$ cat src/rtl/driver_pkg.sv
// Shared types and address map for the driver register bus master.
// Holds the FSM encoding, command context and slave register constants.
package driver_pkg;

  typedef enum logic [2:0] {
    S_IDLE,
    S_WRITE,
    S_READ,
    S_RD_WAIT,
    S_RSP
  } drv_state_t;

  typedef struct packed {
    logic [7:0] len;
    logic       fixed;
  } drv_cmd_t;

  localparam logic [31:0] DRV_ADDR_FIFO_ADDR = 32'h0000_0000;
  localparam logic [31:0] DRV_CNTRL_ADDR     = 32'h0000_0001;

  localparam logic [31:0] DRV_MON_CNT_BASE   = 32'h0001_1000;
  localparam logic [31:0] DRV_MON_CNT_STRIDE = 32'h0000_0004;
  localparam int          DRV_MON_CNT_NUM    = 16;

  function automatic logic [31:0] drv_step(
    input logic        fixed,
    input logic [31:0] inc
  );
    return fixed ? 32'h0 : inc;
  endfunction

  function automatic logic [31:0] drv_mon_addr(
    input int idx
  );
    return DRV_MON_CNT_BASE + DRV_MON_CNT_STRIDE * 32'(idx);
  endfunction

endpackage

$ cat src/rtl/driver_bus_master.sv
// Bus initiator: turns host write/read bursts into registered
// slave_wr/slave_rd cycles and returns read beats on a response stream.
module driver_bus_master
  import driver_pkg::*;
#(
  parameter int READ_LATENCY = 1,
  parameter int ADDR_INC     = 4
) (
  input  logic        clk,
  input  logic        reset,
  input  logic        cmd_valid,
  output logic        cmd_ready,
  input  logic        cmd_write,
  input  logic        cmd_fixed,
  input  logic [7:0]  cmd_len,
  input  logic [31:0] cmd_addr,
  input  logic        wdat_valid,
  output logic        wdat_ready,
  input  logic [31:0] wdat_data,
  output logic        rsp_valid,
  input  logic        rsp_ready,
  output logic [31:0] rsp_data,
  output logic        cmd_done,
  output logic        busy,
  output logic [31:0] slave_addr,
  output logic        slave_wr,
  output logic        slave_rd,
  output logic [31:0] slave_data_in,
  input  logic [31:0] slave_data_out
);

  localparam logic [31:0] INC      = 32'(ADDR_INC);
  localparam logic [2:0]  LAT_LAST = 3'(READ_LATENCY - 1);

  drv_state_t  state;
  drv_state_t  state_n;
  drv_cmd_t    ctx;
  logic [31:0] cur_addr;
  logic [8:0]  beat_cnt;
  logic [2:0]  lat_cnt;
  logic        run;
  logic        done_pend;

  logic        accept;
  logic        wr_fire;
  logic        rsp_fire;
  logic        beat_last;
  logic        lat_done;
  logic        rd_issue;
  logic [31:0] issue_addr;
  logic [31:0] issue_step;

  // run stays low while reset is held so cmd_ready reads 0 then
  assign cmd_ready  = run && (state == S_IDLE);
  assign wdat_ready = (state == S_WRITE);
  assign busy       = (state != S_IDLE);

  assign accept    = cmd_valid && cmd_ready;
  assign wr_fire   = wdat_valid && wdat_ready;
  assign rsp_fire  = (state == S_RSP) && rsp_valid && rsp_ready;
  assign beat_last = (beat_cnt == {1'b0, ctx.len});
  assign lat_done  = (lat_cnt == LAT_LAST);

  // State register
  always_ff @(posedge clk) begin
    if (!reset) begin
      state <= S_IDLE;
    end else begin
      state <= state_n;
    end
  end

  // Next state; a read strobe is launched on entry to READ
  always_comb begin
    state_n    = state;
    rd_issue   = 1'b0;
    issue_addr = cur_addr;
    issue_step = drv_step(ctx.fixed, INC);
    unique case (state)
      S_IDLE: begin
        if (accept) begin
          state_n    = cmd_write ? S_WRITE : S_READ;
          rd_issue   = !cmd_write;
          issue_addr = cmd_addr;
          issue_step = drv_step(cmd_fixed, INC);
        end
      end
      S_WRITE: begin
        if (wr_fire && beat_last) begin
          state_n = S_IDLE;
        end
      end
      S_READ: begin
        state_n = S_RD_WAIT;
      end
      S_RD_WAIT: begin
        if (lat_done) begin
          state_n = S_RSP;
        end
      end
      S_RSP: begin
        if (rsp_fire) begin
          if (beat_last) begin
            state_n = S_IDLE;
          end else begin
            state_n  = S_READ;
            rd_issue = 1'b1;
          end
        end
      end
      default: begin
        state_n = S_IDLE;
      end
    endcase
  end

  // Command context, beat/latency counters and done pulse
  always_ff @(posedge clk) begin
    if (!reset) begin
      ctx       <= '0;
      cur_addr  <= '0;
      beat_cnt  <= '0;
      lat_cnt   <= '0;
      run       <= 1'b0;
      done_pend <= 1'b0;
      cmd_done  <= 1'b0;
    end else begin
      run <= 1'b1;
      if (accept) begin
        ctx.len   <= cmd_len;
        ctx.fixed <= cmd_fixed;
        beat_cnt  <= '0;
      end else if (wr_fire || rsp_fire) begin
        beat_cnt <= beat_cnt + 9'd1;
      end
      if (wr_fire || rd_issue) begin
        cur_addr <= issue_addr + issue_step;
      end else if (accept) begin
        cur_addr <= cmd_addr;
      end
      if (state == S_READ) begin
        lat_cnt <= '0;
      end else if (state == S_RD_WAIT) begin
        lat_cnt <= lat_cnt + 3'd1;
      end
      done_pend <= wr_fire && beat_last;
      cmd_done  <= done_pend || (rsp_fire && beat_last);
    end
  end

  // Registered slave strobes; address/data hold between beats
  always_ff @(posedge clk) begin
    if (!reset) begin
      slave_wr      <= 1'b0;
      slave_rd      <= 1'b0;
      slave_addr    <= '0;
      slave_data_in <= '0;
    end else begin
      slave_wr <= wr_fire;
      slave_rd <= rd_issue;
      if (wr_fire) begin
        slave_addr    <= cur_addr;
        slave_data_in <= wdat_data;
      end else if (rd_issue) begin
        slave_addr <= issue_addr;
      end
    end
  end

  // Response holding register
  always_ff @(posedge clk) begin
    if (!reset) begin
      rsp_valid <= 1'b0;
      rsp_data  <= '0;
    end else if ((state == S_RD_WAIT) && lat_done) begin
      rsp_valid <= 1'b1;
      rsp_data  <= slave_data_out;
    end else if (rsp_fire) begin
      rsp_valid <= 1'b0;
    end
  end

endmodule

$ cat config.mk
export PLATFORM = sky130hd
export DESIGN_NAME = driver_bus_master
export DESIGN_NICKNAME = d
export VERILOG_FILES = /design/src/rtl/driver_pkg.sv /design/src/rtl/driver_bus_master.sv
export SDC_FILE = /design/constraint.sdc
export NUM_CORES = 1
export LEC_CHECK = 0
export ABC_AREA = 1
export BUFFER_PORTS_ARGS = -buffer_cell sky130_fd_sc_hd__buf_2
export CAP_MARGIN = 20
export CORE_UTILIZATION = 35
export CTS_BUF_LIST = sky130_fd_sc_hd__clkbuf_16
export DETAILED_ROUTE_END_ITERATION = 7
export GPL_ROUTABILITY_DRIVEN = 0
export PLACE_DENSITY = 0.67
export SLEW_MARGIN = 0
export SYNTH_ARGS = -nofsm -noshare
export SYNTH_HDL_FRONTEND = slang
export SYNTH_SLANG_ARGS = --single-unit
$ cat constraint.sdc
create_clock -name clk -period 3.2 [get_ports clk]
set_input_delay 0.32 -clock clk [delete_from_list [all_inputs] [get_ports clk]]
set_output_delay 0.32 -clock clk [all_outputs]
set_load 0.005 [all_outputs]
## Yosys cells after proc, flatten, opt, wreduce, memory -nomap -nowiden

Index checks and enable logic that the tools add are counted.

| word-level totals | value |
|---|---|
| bits in registers | 158 |
| bits of input ports | 111 |
| output and inout port bits | 103 |
| logic and storage cells | 71 |

| operators by class | value |
|---|---|
| add/subtract/negate cells | 3 |
| equal/unequal tests | 9 |
| mux-type cells | 23 |
| bitwise gates (word level) | 1 |
| reduce and logical (&&, ||, !) cells | 20 |

Operators by type and width:

| operator | count |
|---|---|
| $mux W32 | 5 |
| $add A32 B32 Y32 | 1 |
| $mux W3 | 8 |
| $pmux W3 S5 | 1 |
| $add A9 B1 Y9 const B | 1 |
| $eq A9 B8 Y1 | 1 |
| $logic_and A1 B1 Y1 | 8 |
| $eq A3 B2 Y1 const B | 2 |
| $logic_not A3 Y1 | 2 |
| $mux W1 | 6 |
| $ne A2 B2 Y1 const B | 3 |
| $mux W2 | 2 |
| $reduce_and A4 Y1 | 1 |
| $reduce_bool A2 Y1 | 2 |
| $reduce_or A2 Y1 | 2 |
| $add A3 B1 Y3 const B | 1 |
| $eq A3 B1 Y1 const B | 1 |
| $eq A3 B3 Y1 const B | 1 |
| $logic_or A1 B1 Y1 | 3 |
| $reduce_bool A3 Y1 | 1 |
| $ne A2 B1 Y1 const B | 1 |
| $pmux W1 S2 | 1 |
| $logic_not A1 Y1 | 1 |
| $not A1 Y1 | 1 |

## Longest topological paths before layout

| depth | value |
|---|---|
| word-level depth | 7 |
| depth in mapped cells | 18 |
| mapped depth without buffers | 16 |

## Worst setup path before layout

No wires, ideal clock.

| path | value |
|---|---|
| path kind | register to register |
| start | register state[2] |
| end | register cur_addr[26] |
| library setup time | 0.109 ns |
| arrival | 2.289 ns |
| required time | 3.091 ns |
| slack | 0.803 ns |
| cell stages (with the launch flop) | 18 |
| path buffers | 3 |
| clock period less this slack | 2.397 ns |
| cell sequence | dfxtp_1 nor2_4 nand4_4 buf_6 buf_6 buf_2 mux2i_1 ha_1 ha_1 inv_1 nor2_2 nand2_2 nor2_4 nand2_1 nand2_1 nand3_1 nand2_1 inv_1 |

| on the way | value |
|---|---|
| longest elaborated chain between the ends | 7 |
| elaborated cells between the ends (all ways) | 18 |
| those cells by class | add/sub (1); eq/ne (2); mux (8); reduce/logical (7) |

Ends and longest elaborated chain:

| element | line | source |
|---|---|---|
| start, declared | driver_bus_master.sv:35 | `drv_state_t state;` |
| start signal, assigned | driver_bus_master.sv:69 | `state <= state_n;` |
| $logic_not A3 Y1 or $eq A3 B3 Y1 (tied branches) | driver_bus_master.sv:54, driver_bus_master.sv:79, driver_bus_master.sv:60 |  |
| $logic_and A1 B1 Y1, on equally long branches | driver_bus_master.sv:54, driver_bus_master.sv:60 |  |
| $logic_and A1 B1 Y1, on equally long branches | driver_bus_master.sv:58, driver_bus_master.sv:60 |  |
| $mux W32, or another cell as far along | n/a |  |
| $mux W32, or another cell as far along | driver_bus_master.sv:79 | `unique case (state)` |
| $add A32 B32 Y32 or $logic_or A1 B1 Y1 (tied branches) | driver_bus_master.sv:137, driver_bus_master.sv:136 |  |
| $mux W32 (*) | driver_bus_master.sv:136 | `if (wr_fire \|\| rd_issue) begin` |
| end signal, assigned | driver_bus_master.sv:137 | `cur_addr <= issue_addr + issue_step;` |
| end signal, assigned | driver_bus_master.sv:139 | `cur_addr <= cmd_addr;` |
| end, declared | driver_bus_master.sv:38 | `logic [31:0] cur_addr;` |

Every way passes the cells marked *; elsewhere a longest branch is shown, timed or not.
A chain may end at the register's enable or synchronous reset.

## Worst setup path in the final report

| path | value |
|---|---|
| start | register state[2] |
| end | register slave_addr[0] |

| on the way | value |
|---|---|
| longest elaborated chain between the ends | 7 |
| elaborated cells between the ends (all ways) | 16 |
| those cells by class | eq/ne (2); mux (7); reduce/logical (7) |

Ends and longest elaborated chain:

| element | line | source |
|---|---|---|
| $logic_not A3 Y1 | driver_bus_master.sv:54, driver_bus_master.sv:79 |  |
| $logic_and A1 B1 Y1 | driver_bus_master.sv:54 | `assign cmd_ready = run && (state == S_IDLE);` |
| $logic_and A1 B1 Y1 | driver_bus_master.sv:58 | `assign accept = cmd_valid && cmd_ready;` |
| $mux W32 | n/a |  |
| $mux W32 | driver_bus_master.sv:79 |  |
| $mux W32 | driver_bus_master.sv:164 | `end else if (rd_issue) begin` |
| $mux W32 | driver_bus_master.sv:161 | `if (wr_fire) begin` |
| end signal, assigned | driver_bus_master.sv:162 | `slave_addr <= cur_addr;` |
| end signal, assigned | driver_bus_master.sv:165 | `slave_addr <= issue_addr;` |
| end, declared | driver_bus_master.sv:25 | `output logic [31:0] slave_addr,` |

Several ways; a longest one is shown, not always the timed one. The select of a mux whose other input is x is not followed.

==> out/metrics.cfg <==
[finish]
final_area_um2=8960
drive_gt1_share_pct=26.1
n_fill_cell=2068
antenna_cells=0
area_delta_synth_final_pct=25.3
layoutNonFillerInstCount=1493
final_nets=1332

[detailed_routing]
detail-route-antenna-nets=0
via_count=7023
route.detailed.drc=0
wl_um=20000
drt_iter0_drc=360
dr.pass1.iters=5
routedWlPerCell_um=13.4
vias_per_cell=4.70

[grt]
grt-ovfl-total=0
grt_max_degree=74
grt_pass1_vias=6622
antenna_found_initial=0
grt_pass1_wl_um=32400
grt.total_usage_pct=19.0

[clocking]
ctsResizeCount=0
cts_inserted_buffers=17
h-tree-depth=4
cts.sinks=158
holdBufCountCts=0
clockBufferDepth=2
root_buffer=clkbuf_16
post_cts_buffers=0
clk_pin_slew_ps=70
worstSkewPairLatency_ps=420
cts_tree=yes

[timing]
max_freq_mhz=371
finalCritPeriodShare_pct=84.2
final-setup-viol-count=0
final_hold_viol_count=0
tightest_slew_ps=1010
max-slew-margin-rel_pct=32.4
fin_crit_ps=2690
fin_skew_ps=12.7
setup_slack_ps=506
final-max-slew-violation-count=0
final.setup.tns_ps=0
rsz0062_at_grt=no

[synth]
ys_ff_latch=158
ys.flop_type=dfxtp_1
synth_most_common_cell=nand2_1
avgSynthCellArea_um2=7.02
syn_area_um2=7160
synth_area_leaders=dfxtp_1 44%, nand2_1 15%, a21oi_1 6.2%
synth_cell_types=40
ys_warn_count=0
synth_common_cells=295 x nand2_1, 158 x dfxtp_1, 108 x nor2_1
yosysTopAreaCell=dfxtp_1
synth_top_area_share_pct=44.2
synth_cells=1020
ys_async_sr_fraction_pct=0
synth_enable_flop_cells=0
seq_area_frac_synth_pct=44.2
synth_nets=1137

[critical_path]
crit_type=reg -> reg
crit_buf_inv=2
cp.required_ps=3540
r2r_setup_slack_ps=510
cpPeakStageDelay_ps=490
end_kind=register
critical_path_arrival_ps=3040
slowest_stage=buf_4
critPathMaxFanout=62
startpoint_type=register
crit_family=simple AND/OR/NAND/NOR gates
cp_cell_sequence=nor2_4 -> nand4_4 -> or2_1 -> nand3_2 -> buf_4 -> inv_2 -> or2_0 -> a21oi_1

[run]
cap_violations=0

[status]
status=finished, final reports clean

[die]
die_w_um=145
rows=51
die_h_um=145
die_area_um2=21000
core-area_um2=19800
io_pins=214
initial_core_util_pct=36.2

[place]
io_buffers=213
pre_cts_ws_ps=500
placedCellCount=1461
placed_area_um2=8400
dp_hpwl_um=14400

[power]
powerDensity_nw_per_um2=593
peakVddDrop_mv=0.388
p_leak_nw=4.16

[worst_hold_path]
hold_path.class=in -> reg

per-layer routing:
layer / share of wire (%) / track usage, %
met1: 45 / 23.4
met2: 46 / 31.6
met3: 7.6 / 6.42
met4: 1.4 / 5.05
met5: 0 / 0
through the flow:
| stage | hold WS (ps) | power, W | utilization, % |
|---|---|---|---|
| final | 118 | 0.00532 | 45.3 |
| after global routing | 108 | 0.00563 | 45.3 |
| after CTS | 97.7 | 0.00538 | 45.3 |
| after detailed placement | 441 | 0.00341 | 42.5 |
| after global placement | 437 | 0.00339 | 42.5 |
| after floorplan | 348 | 0.00303 | - |
kinds of logic after synthesis:
family          share of synthesized area, %
xor+xnor                                1.10
flops                                   44.2
buf+inv                                 8.10
mux                                    0.420
simple gates                            30.5
fa+ha+maj                               1.05
compound gates                          14.6
worst paths after layout:
kind	from	end	cells past startpoint
worst min register to register	done_pend$_SDFF_PN0_	cmd_done$_SDFF_PN0_	1
worst min-delay path	slave_data_out[27]	rsp_data[27]$_SDFFE_PN0P_	3
worst max register to register	state[2]$_SDFFE_PN0P_	slave_addr[0]$_SDFFE_PN0N_	8
worst max-delay path	state[2]$_SDFFE_PN0P_	slave_addr[0]$_SDFFE_PN0N_	8
worst min-delay path, delay by kind of cell:
kind | cells | cell delay, ps
AND/OR/NAND/NOR | 2 | 110
buffers and inverters | 1 | 70
sequential cells by signal, summed over array words and instances, names as in the netlist:
signal	count
rsp_valid	1
beat_cnt	9
run	1
slave_wr	1
slave_rd	1
ctx	9
rsp_data	32
cmd_done	1
cur_addr	32
slave_addr	32
slave_data_in	32
state	3
done_pend	1
lat_cnt	3
power by group:
part	total, W	internal [W]	switching [W]
combinational	0.00114	0.000390	0.000747
clock	0.00196	0.00109	0.000872
sequential	0.00222	0.00215	0.0000774
cells in the final DEF (no fill, tap or decap), types with 2 or more instances in the layout:
master,Yosys,layout
nand3_1,34,34
o21ai_1,6,6
xor2_1,9,9
or2_2,2,2
o22ai_1,2,2
buf_2,13,213
inv_2,4,5
nand2_4,2,2
clkinvlp_4,0,2
o211ai_1,2,2
nor2_1,108,108
dfxtp_1,158,158
clkinv_1,1,2
a31oi_1,4,4
inv_8,0,2
nor2_4,7,7
o31ai_1,5,5
inv_1,91,92
clkbuf_16,0,17
nor3_1,5,5
ha_1,6,6
nor2_2,21,21
o21ai_2,5,5
a22o_1,2,2
nand2_1,295,295
nand2_2,22,22
a21oi_1,88,88
mux2i_1,3,3
o21ai_0,78,78
buf_4,0,9
nand3_2,2,2
nand4_1,2,2
inv_6,0,5
layout make-up:
| class | instances | area (µm²) | share of cell area [%] |
|---|---|---|---|
| Multi-Input combinational cell | 720 | 3410 | 38.1 |
| Sequential cell | 158 | 3160 | 35.3 |
| Timing Repair Buffer | 222 | 1130 | 12.6 |
| Clock buffer | 17 | 425 | 4.75 |
| Inverter | 96 | 360 | 4.02 |
| Tap cell | 265 | 332 | 3.70 |
| Clock inverter | 15 | 136 | 1.52 |
Power figures use the tool's default switching activity.
